[src/rtl/mult_pkg.sv]
// Shared encodings and sizing for the sequential multiplier controller.
package mult_pkg;
  localparam int MUL_ITERS = 32;
  localparam int CNT_W     = 5;

  typedef enum logic [2:0] {
    S_IDLE   = 3'd0,
    S_ABS_A  = 3'd1,
    S_ABS_B  = 3'd2,
    S_MUL    = 3'd3,
    S_NEG_LO = 3'd4,
    S_NEG_HI = 3'd5,
    S_DONE   = 3'd6
  } state_e;
endpackage

[src/rtl/adder32.sv]
// Plain 32-bit ripple-carry adder; carry-out is intentionally not exposed.
module adder32 (
  input  logic [31:0] a,
  input  logic [31:0] b,
  input  logic        cin,
  output logic [31:0] sum
);
  logic [31:0] w_c;

  assign w_c[0] = cin;

  for (genvar gi = 0; gi < 32; gi++) begin : g_bit
    assign sum[gi] = a[gi] ^ b[gi] ^ w_c[gi];
    if (gi < 31) begin : g_carry
      assign w_c[gi+1] = (a[gi] & b[gi]) | ((a[gi] ^ b[gi]) & w_c[gi]);
    end
  end
endmodule

[src/rtl/mult_seq_ctrl.sv]
// Multi-cycle MULT/MULTU: shift-add over one shared adder32, with optional
// sign handling (abs before, negate after) routed through the same adder.
module mult_seq_ctrl
  import mult_pkg::*;
#(
  parameter int SIGNED_EN = 1
) (
  input  logic        clk,
  input  logic        rst_n,
  input  logic        start,
  input  logic        is_signed,
  input  logic [31:0] op_a,
  input  logic [31:0] op_b,
  output logic        busy,
  output logic        done,
  output logic [31:0] hi,
  output logic [31:0] lo
);
  state_e             r_state, w_next;
  logic [CNT_W-1:0]   r_cnt;
  logic [31:0]        r_mcand, r_hi, r_lo;
  logic               r_neg, r_sgn, r_c_lo;

  logic               w_signed, w_accept, w_last;
  logic [31:0]        w_x, w_y, w_sum;
  logic               w_cin, w_carry;

  assign w_signed = (SIGNED_EN != 0) && is_signed;
  assign w_accept = ((r_state == S_IDLE) || (r_state == S_DONE)) && start;
  assign w_last   = (r_cnt == CNT_W'(MUL_ITERS - 1));

  always_ff @(posedge clk or negedge rst_n) begin
    if (!rst_n) r_state <= S_IDLE;
    else        r_state <= w_next;
  end

  always_comb begin
    w_next = r_state;
    case (r_state)
      S_IDLE, S_DONE: begin
        if (start) w_next = w_signed ? S_ABS_A : S_MUL;
        else       w_next = S_IDLE;
      end
      S_ABS_A:  w_next = S_ABS_B;
      S_ABS_B:  w_next = S_MUL;
      S_MUL:    if (w_last) w_next = r_sgn ? S_NEG_LO : S_DONE;
      S_NEG_LO: w_next = S_NEG_HI;
      S_NEG_HI: w_next = S_DONE;
      default:  w_next = S_IDLE;
    endcase
  end

  // Operand mux: abs/negate are ~x + 1 (or ~hi + borrow-carry from the low word).
  always_comb begin
    w_x   = r_hi;
    w_y   = 32'd0;
    w_cin = 1'b0;
    case (r_state)
      S_ABS_A:  begin w_x = ~r_mcand; w_cin = 1'b1;   end
      S_ABS_B:  begin w_x = ~r_lo;    w_cin = 1'b1;   end
      S_MUL:    begin w_x = r_hi; w_y = r_lo[0] ? r_mcand : 32'd0; end
      S_NEG_LO: begin w_x = ~r_lo;    w_cin = 1'b1;   end
      S_NEG_HI: begin w_x = ~r_hi;    w_cin = r_c_lo; end
      default:  ;
    endcase
  end

  adder32 u_add (
    .a   (w_x),
    .b   (w_y),
    .cin (w_cin),
    .sum (w_sum)
  );

  // Recover bit-32 carry from the operand MSBs and the sum MSB.
  assign w_carry = (w_x[31] & w_y[31]) | ((w_x[31] ^ w_y[31]) & ~w_sum[31]);

  always_ff @(posedge clk or negedge rst_n) begin
    if (!rst_n) begin
      r_cnt   <= '0;
      r_mcand <= '0;
      r_hi    <= '0;
      r_lo    <= '0;
      r_neg   <= 1'b0;
      r_sgn   <= 1'b0;
      r_c_lo  <= 1'b0;
    end else if (w_accept) begin
      r_mcand <= op_a;
      r_lo    <= op_b;
      r_hi    <= '0;
      r_cnt   <= '0;
      r_neg   <= w_signed & (op_a[31] ^ op_b[31]);
      r_sgn   <= w_signed;
      r_c_lo  <= 1'b0;
    end else begin
      case (r_state)
        S_ABS_A: if (r_mcand[31]) r_mcand <= w_sum;
        S_ABS_B: if (r_lo[31])    r_lo    <= w_sum;
        S_MUL: begin
          r_hi  <= {w_carry, w_sum[31:1]};
          r_lo  <= {w_sum[0], r_lo[31:1]};
          r_cnt <= r_cnt + 1'b1;
        end
        S_NEG_LO: begin
          if (r_neg) begin
            r_lo   <= w_sum;
            r_c_lo <= w_carry;
          end else begin
            r_c_lo <= 1'b0;
          end
        end
        S_NEG_HI: if (r_neg) r_hi <= w_sum;
        default: ;
      endcase
    end
  end

  assign busy = (r_state != S_IDLE) && (r_state != S_DONE);
  assign done = (r_state == S_DONE);
  assign hi   = r_hi;
  assign lo   = r_lo;
endmodule

[config.mk]
export PLATFORM = sky130hd
export DESIGN_NAME = mult_seq_ctrl
export DESIGN_NICKNAME = d
export VERILOG_FILES = /design/src/rtl/mult_pkg.sv /design/src/rtl/adder32.sv /design/src/rtl/mult_seq_ctrl.sv
export SDC_FILE = /design/constraint.sdc
export NUM_CORES = 1
export LEC_CHECK = 0
export ABC_AREA = 1
export ABC_CLOCK_PERIOD_IN_PS = 32600
export BUFFER_PORTS_ARGS = -buffer_cell sky130_fd_sc_hd__buf_4
export CAP_MARGIN = 15
export CORE_MARGIN = 2
export CORE_UTILIZATION = 40
export CTS_BUF_LIST = sky130_fd_sc_hd__clkbuf_2
export CTS_CLUSTER_DIAMETER = 50
export DETAILED_ROUTE_END_ITERATION = 8
export GPL_TIMING_DRIVEN = 0
export HOLD_SLACK_MARGIN = 0.12
export PLACE_DENSITY = 0.6
export SKIP_LAST_GASP = 1
export SLEW_MARGIN = 10
export SYNTH_ARGS = -nofsm -noshare
export SYNTH_HDL_FRONTEND = slang
export SYNTH_SLANG_ARGS = --single-unit
[constraint.sdc]
create_clock -name clk -period 32.6 [get_ports clk]
set_clock_uncertainty 0.1 [all_clocks]
set_input_delay 6.52 -clock clk [delete_from_list [all_inputs] [get_ports clk]]
set_output_delay 6.52 -clock clk [all_outputs]
set_load 0.02 [all_outputs]
==> results of run 1 <==
==> routing by layer <==
layer | vias up | global-route usage, %
li1 | 4234 | -
met1 | 4127 | 41.5
met2 | 461 | 45.1
met3 | 80 | 5.75
met4 | 0 | 11.2
met5 | - | 0
==> cell families after synthesis <==
logic type	Yosys count
AND/OR/NAND/NOR	774
buffers and inverters	222
flip-flops	107
AO/OA/AOI/OAI	98
adder cells (fa/ha/maj)	36
XOR/XNOR	2
==> layout make-up <==
type                    count  area (µm²)
well taps                 270         338
diodes                      1        2.50
multi-input cells         910        4730
flip-flops and latches    107        2680
clock buffers              10        50.0
plain buffers              86         474
repair buffers            134        1030
inverters                 136         513
fillers                  2181       10600
clock inverters             4        20.0
==> synth_stat cells, types with 4 or more instances <==
cell type	n
nand2_1	417
nand3_1	152
inv_1	128
nor2_1	128
dfrtp_1	107
o211ai_1	61
buf_2	34
fa_1	32
nand4_1	30
nand3b_1	28
clkbuf_1	23
o21ai_0	21
buf_4	13
buf_1	8
buf_6	8
inv_2	7
or2_2	7
a21oi_1	6
nand2_2	5
ha_1	4
o21ai_1	4
==> registers in the layout, indices dropped and copies added, names as in the netlist <==
name,cells
r_sgn,1
hi,32
lo,32
r_state,3
r_c_lo,1
r_cnt,5
r_mcand,32
r_neg,1
==> metrics by stage <==
step	instance area [µm²]	std cells	total power, mW	hold slack [ns]
after floorplan	8390	1239	0.786	0.333
after global placement	9730	1642	1.06	0.349
after detailed placement	9760	1643	1.06	0.359
after CTS	9830	1657	1.12	0.389
after global routing	9830	1658	1.23	0.401
final	9830	1658	1.14	0.389
==> how the worst max path moves through the flow <==
| stage | depth (start not counted) | start | end | slack, ns |
|---|---|---|---|---|
| after floorplan | 45 | r_state[1] | hi[31] | 17.04 |
| after global placement | 44 | r_state[0] | lo[31] | 15.79 |
| after detailed placement | 44 | r_state[0] | lo[31] | 15.82 |
| after CTS | 44 | r_state[0] | lo[31] | 15.70 |
| after global routing | 44 | r_state[0] | lo[31] | 15.20 |
| final | 44 | r_state[0] | hi[30] | 15.71 |
==> worst reg2reg max path, delay by kind of cell, from the launching register on <==
family / cells / cell delay (ns)
AOI/OAI and AO/OA: 2 / 0.37
DFF: 1 / 0.43
buffers and inverters: 4 / 0.64
and+or+nand+nor: 6 / 0.90
adders and majority gates: 32 / 14.39
==> where the power goes <==
group | switching [mW] | internal [mW] | leakage, nW
Sequential | 0.0564 | 0.188 | 1.38
Combinational | 0.548 | 0.287 | 3.85
Clock | 0.0487 | 0.00908 | 0.0572
Total | 0.653 | 0.484 | 5.29
==> results.json, run 1 <==
{
  "status": "finished, final reports clean",
  "synth_top_family_by_area": "simple AND/OR/NAND/NOR gates",
  "synth_compound_area_share_pct": 7.92,
  "fin_nets": 1488,
  "ys_types": 33,
  "final_core_util_pct": 48.1,
  "dieArea_um2": 22200,
  "slowest_stage": "fa_1",
  "cts_buffers": 9,
  "final_cell_mix": "nand2_1 (417), nand3_1 (152), buf_4 (145)",
  "area.growth.synth_to_final_pct": 17.2,
  "critPathMaxStageDelay_ns": 0.52,
  "yosys_most_used_dff": "dfrtp_1",
  "slew_headroom_pct": 41.6,
  "synth_edf_count": 0,
  "firstDrtPassIters": 7,
  "synth-adder-area-share_pct": 8.23,
  "drc": 0,
  "place_ws_ns": 15.82,
  "grt_pass1_wl_mm": 49.1,
  "min_to": "r_cnt[3]",
  "cp_common_cell": "fa_1",
  "r2r_start": "r_state[0]",
  "cts.htree.levels": 3,
  "drt-met1-wl_mm": 13.9,
  "post-cts-setup-buffer-count": 0,
  "synth_area_leader_cell": "dfrtp_1",
  "io_buffers": 133,
  "rows": 52,
  "muxShareOfSynthArea_pct": 0,
  "ys_seq_area_share_pct": 31.9,
  "min_path_type": "flip-flop to flip-flop",
  "wl_mm": 32.3,
  "top_layer": "met4",
  "antenna_left": 0,
  "ys.warnings.count": 0,
  "vias": 8902,
  "worstPathArrival_ns": 17.34,
  "grt.total_usage_pct": 29.5,
  "timing.setup.tns_ns": 0,
  "antenna_found_initial": 1,
  "crit_buf_inv": 4,
  "grt_pass1_vias": 8483,
  "cp-end-kind": "flip-flop",
  "insertion_delay_ns": 0.67,
  "synth-simple-area-share_pct": 40.0,
  "start_util_pct": 41.1,
  "die_width_um": 149,
  "startpoint_type": "flip-flop",
  "synthCells": 1239,
  "reg2reg_depth": 44,
  "whs_path_depth": 1,
  "avgRoutedWirePerCell_um": 19.5,
  "hold_viol_final": 0,
  "setup_viol": 0,
  "hpwlAfterDp_mm": 23.0,
  "hold_buffers": 0,
  "globalplace.congestion": 0.962,
  "hold_start": "r_cnt[3]",
  "clockBufferDepth": 2,
  "power.leakage_nw": 5.29,
  "drv_cap": 0,
  "coreArea_um2": 20400,
  "layout_commonest_cell": "nand2_1",
  "post-route-period-util_pct": 51.8,
  "irDropWorstVdd_mv": 0.0488,
  "synthXorXnorAreaFrac_pct": 0.209,
  "rsz0062_at_grt": "no",
  "ctsResizeCount": 0,
  "tightest_slew_ns": 0.877,
  "setup_ws_ns": 15.71,
  "reg2reg_slack_ns": 15.71,
  "period_needed_ns": 16.89,
  "wl_met3_mm": 3.07,
  "ys_ff_latch": 107,
  "cts-root-buf": "clkbuf_2",
  "vias_per_cell": 5.37,
  "grt-ovfl-total": 0,
  "grt_start_max_net_pins": 83,
  "reg2reg_to": "hi[30]",
  "syn-mean-instance-area_um2": 6.77,
  "fmax_ghz": 0.0592,
  "ios": 134,
  "drv_slew": 0,
  "required_ns": 33.05,
  "synth_area_um2": 8390,
  "dieHeight_um": 149,
  "synthArstFlopShare_pct": 100,
  "clock_sinks": 107,
  "cts_tree": "done",
  "synth_area_leaders": "dfrtp_1 (32%), nand2_1 (19%), nand3_1 (9.1%)",
  "cpLargestDelayFamily": "adder cells",
  "clk_pin_slew_ns": 0.29,
  "drive_above_1_share_pct": 16.6,
  "worst-path-max-fanout": 10,
  "syn-num-nets": 1343,
  "crit_type": "flip-flop to flip-flop",
  "drt_iter0_drc": 909,
  "p_per_area_nw_per_um2": 116,
  "synth_top_area_share_pct": 31.9,
  "wl_met2_mm": 14.2
}
(Power assumes the default switching activity.)
==> inputs of run 2 (changes only) <==
Settings changed: ABC_AREA 1 to 0, ABC_CLOCK_PERIOD_IN_PS 32600 to 15100, PLACE_DENSITY 0.6 to 0.62.
Clock period 32.6 ns to 15.1 ns, I/O delays scaled along.
==> run 2 against run 1 <==
  * Maximum frequency is 14% higher
  * Synthesized cell count is 16% lower
  * Cell count is 11% lower
  * Sequential share of layout area is 1.4 points lower
  * Critical path depth is 1 lower
  * Power is 120% higher
  * Flip-flop and latch count stayed put
  * Non-clock buffer count is 20 higher
  * Wire length is 15% higher
  * Largest cell class unchanged
  * Largest power group unchanged
==> results.json, run 2 <==
{
  "place_ws_ns": -1.02,
  "vias": 9335,
  "cts.htree.levels": 3,
  "io_buffers": 132,
  "timing.setup.tns_ns": 0,
  "synth_edf_count": 0,
  "place_inst": 1451,
  "p_seq_share_pct": 25.4,
  "synth_top_family_by_area": "compound AO/OA/AOI/OAI gates",
  "area.growth.synth_to_final_pct": 18.5,
  "worstPathArrival_ns": 15.34,
  "synthArstFlopShare_pct": 100,
  "synth_area_leader_cell": "dfrtp_1",
  "p_per_area_nw_per_um2": 244,
  "crit_buf_inv": 5,
  "die_width_um": 152,
  "p_sw_share_pct": 53.3,
  "yosys_most_used_dff": "dfrtp_1",
  "antenna_left": 0,
  "wl_mm": 37.0,
  "synth_commonest_cells": "nand2_1 (145), o21ai_0 (108), dfrtp_1 (107)",
  "antenna_found_initial": 1,
  "tightest_slew_ns": 0.974,
  "synth_area_leaders": "dfrtp_1 (31%), fa_1 (7.3%), nand2_1 (6.2%)",
  "crit_type": "flip-flop to flip-flop",
  "cts_tree": "done",
  "grt_start_max_net_pins": 83,
  "ys.warnings.count": 0,
  "cp_common_cell": "fa_2",
  "globalplace.congestion": 0.951,
  "grt.total_usage_pct": 31.3,
  "post_dp_cell_area_um2": 10200,
  "synth-adder-area-share_pct": 7.88,
  "avgRoutedWirePerCell_um": 25.1,
  "synth_compound_area_share_pct": 27.6,
  "fmax_ghz": 0.0678,
  "ios": 134,
  "cp-end-kind": "flip-flop",
  "start_util_pct": 40.4,
  "p_switching_mw": 1.35,
  "setup_ws_ns": 0.340,
  "muxShareOfSynthArea_pct": 5.64,
  "irDropWorstVdd_mv": 0.106,
  "synth_area_um2": 8760,
  "ys_seq_area_share_pct": 30.6,
  "rsz0062_at_grt": "no",
  "grt_pass1_vias": 8755,
  "dieHeight_um": 152,
  "layout_commonest_cell": "buf_4",
  "critPathMaxStageDelay_ns": 0.61,
  "post-route-period-util_pct": 97.7,
  "synthXorXnorAreaFrac_pct": 0.900,
  "clkPwrFrac_pct": 5.7,
  "fin_nets": 1289,
  "cpLargestDelayFamily": "adder cells",
  "cts_buffers": 9,
  "grt-ovfl-total": 0,
  "setup_viol": 0,
  "period_needed_ns": 14.76,
  "synth_most_common_cell": "nand2_1",
  "clock_sinks": 107,
  "final_cells": 1472,
  "synthCells": 1038,
  "worst-path-max-fanout": 10,
  "drt_iter0_drc": 1208,
  "required_ns": 15.68,
  "ys_ff_latch": 107,
  "p_total_mw": 2.53,
  "min_path_type": "flip-flop to flip-flop",
  "rows": 54,
  "power.leakage_nw": 4.61,
  "vias_per_cell": 6.34,
  "drv_cap": 0,
  "cts-root-buf": "clkbuf_2",
  "coreArea_um2": 21700,
  "internal-power_mw": 1.18,
  "drive_above_1_share_pct": 23.4,
  "dieArea_um2": 23100,
  "synth_top_area_share_pct": 30.6,
  "clk_pin_slew_ns": 0.35,
  "combPwrFrac_pct": 68.9,
  "syn-num-nets": 1142,
  "ys_types": 63,
  "grt_pass1_wl_mm": 55.5,
  "firstDrtPassIters": 9,
  "slew_headroom_pct": 35.1,
  "final_area_um2": 10400,
  "insertion_delay_ns": 0.71,
  "startpoint_type": "flip-flop",
  "hpwlAfterDp_mm": 26.2,
  "drc": 0,
  "final_cell_mix": "buf_4 (146), nand2_1 (144), dfrtp_1 (107)",
  "syn-mean-instance-area_um2": 8.44,
  "hold_viol_final": 0,
  "synth-simple-area-share_pct": 20.7,
  "slowest_stage": "fa_2",
  "status": "finished, final reports clean",
  "clockBufferDepth": 2,
  "drv_slew": 0
}
run 2: cell count changes in the layout (fill, tap and decap cells not counted), moves of 30 or more:
| cell | previous run | this run |
|---|---|---|
| a21oi_1 | 6 | 66 |
| o21ai_0 | 21 | 106 |
| a22oi_1 | 0 | 47 |
| nand3_1 | 152 | 38 |
| nor2_1 | 128 | 56 |
| fa_2 | 0 | 31 |
| mux2i_1 | 0 | 46 |
| and3_1 | 0 | 30 |
| nand2_1 | 417 | 144 |
| fa_1 | 32 | 1 |
| inv_1 | 128 | 8 |
run 2: power groups by stage:
stage	combinational (mW)	sequential [mW]	clock, mW
detailed placement	1.67	0.641	0
CTS	1.71	0.635	0.146
global route	1.88	0.664	0.153
finish	1.74	0.643	0.144
global placement	1.65	0.638	0
floorplan	1.05	0.672	0
run 2: through the flow:
stage	hold slack [ns]	util (%)
finish	0.441	47.9
global route	0.464	47.8
CTS	0.443	47.8
detailed placement	0.383	46.9
global placement	0.380	46.8
floorplan	0.346	-
run 2: cell families after synthesis:
group           count (synthesis)
simple gates                  366
compound gates                361
buf+inv                       113
flops                         107
mux                            49
fa+ha+maj                      36
xor+xnor                        6
run 2: layer usage:
metal | up-vias | global-route usage [%] | share of wire (%)
li1 | 4094 | - | -
met1 | 4539 | 45.0 | 42
met2 | 612 | 47.6 | 44
met3 | 90 | 4.79 | 10
met4 | 0 | 11.7 | 3.8
met5 | - | 0 | 0
run 2: what timing repair did:
action	CTS	global route
resized for setup	23	5
cloned	0	0
buffers inserted	5	0
hold buffers	0	0
endpoints found under the setup margin	12	6
pin swaps	2	7
run 2: final timing paths:
path	slack [ns]	from	cells past startpoint	endpoint
max in group asynchronous	12.15	rst_n	2	r_mcand[7]
worst max-delay path	0.34	r_state[1]	43	lo[31]
worst min-delay path	0.44	r_mcand[4]	2	r_mcand[4]
worst max register to register	0.34	r_state[1]	43	lo[31]
worst min register to register	0.44	r_mcand[4]	2	r_mcand[4]
min in group asynchronous	1.99	rst_n	1	lo[24]
run 2: worst reg2reg max path: cells and delay by family (launching register included):
| kind | cells | cell delay [ns] |
|---|---|---|
| AO/OA/AOI/OAI | 4 | 0.64 |
| buffers and inverters | 5 | 0.75 |
| flip-flops | 1 | 0.48 |
| adder cells (fa/ha/maj) | 32 | 12.60 |
| AND/OR/NAND/NOR | 2 | 0.17 |
run 2: final cells by class:
class,instances,area [µm²]
Timing Repair Buffer,138,1060
Multi-Input combinational cell,818,5590
Clock inverter,7,60.1
Antenna cell,2,5.00
Sequential cell,107,2680
Fill cell,2166,11300
Buffer,102,557
Tap cell,280,350
Clock buffer,9,45.0
Inverter,9,37.5
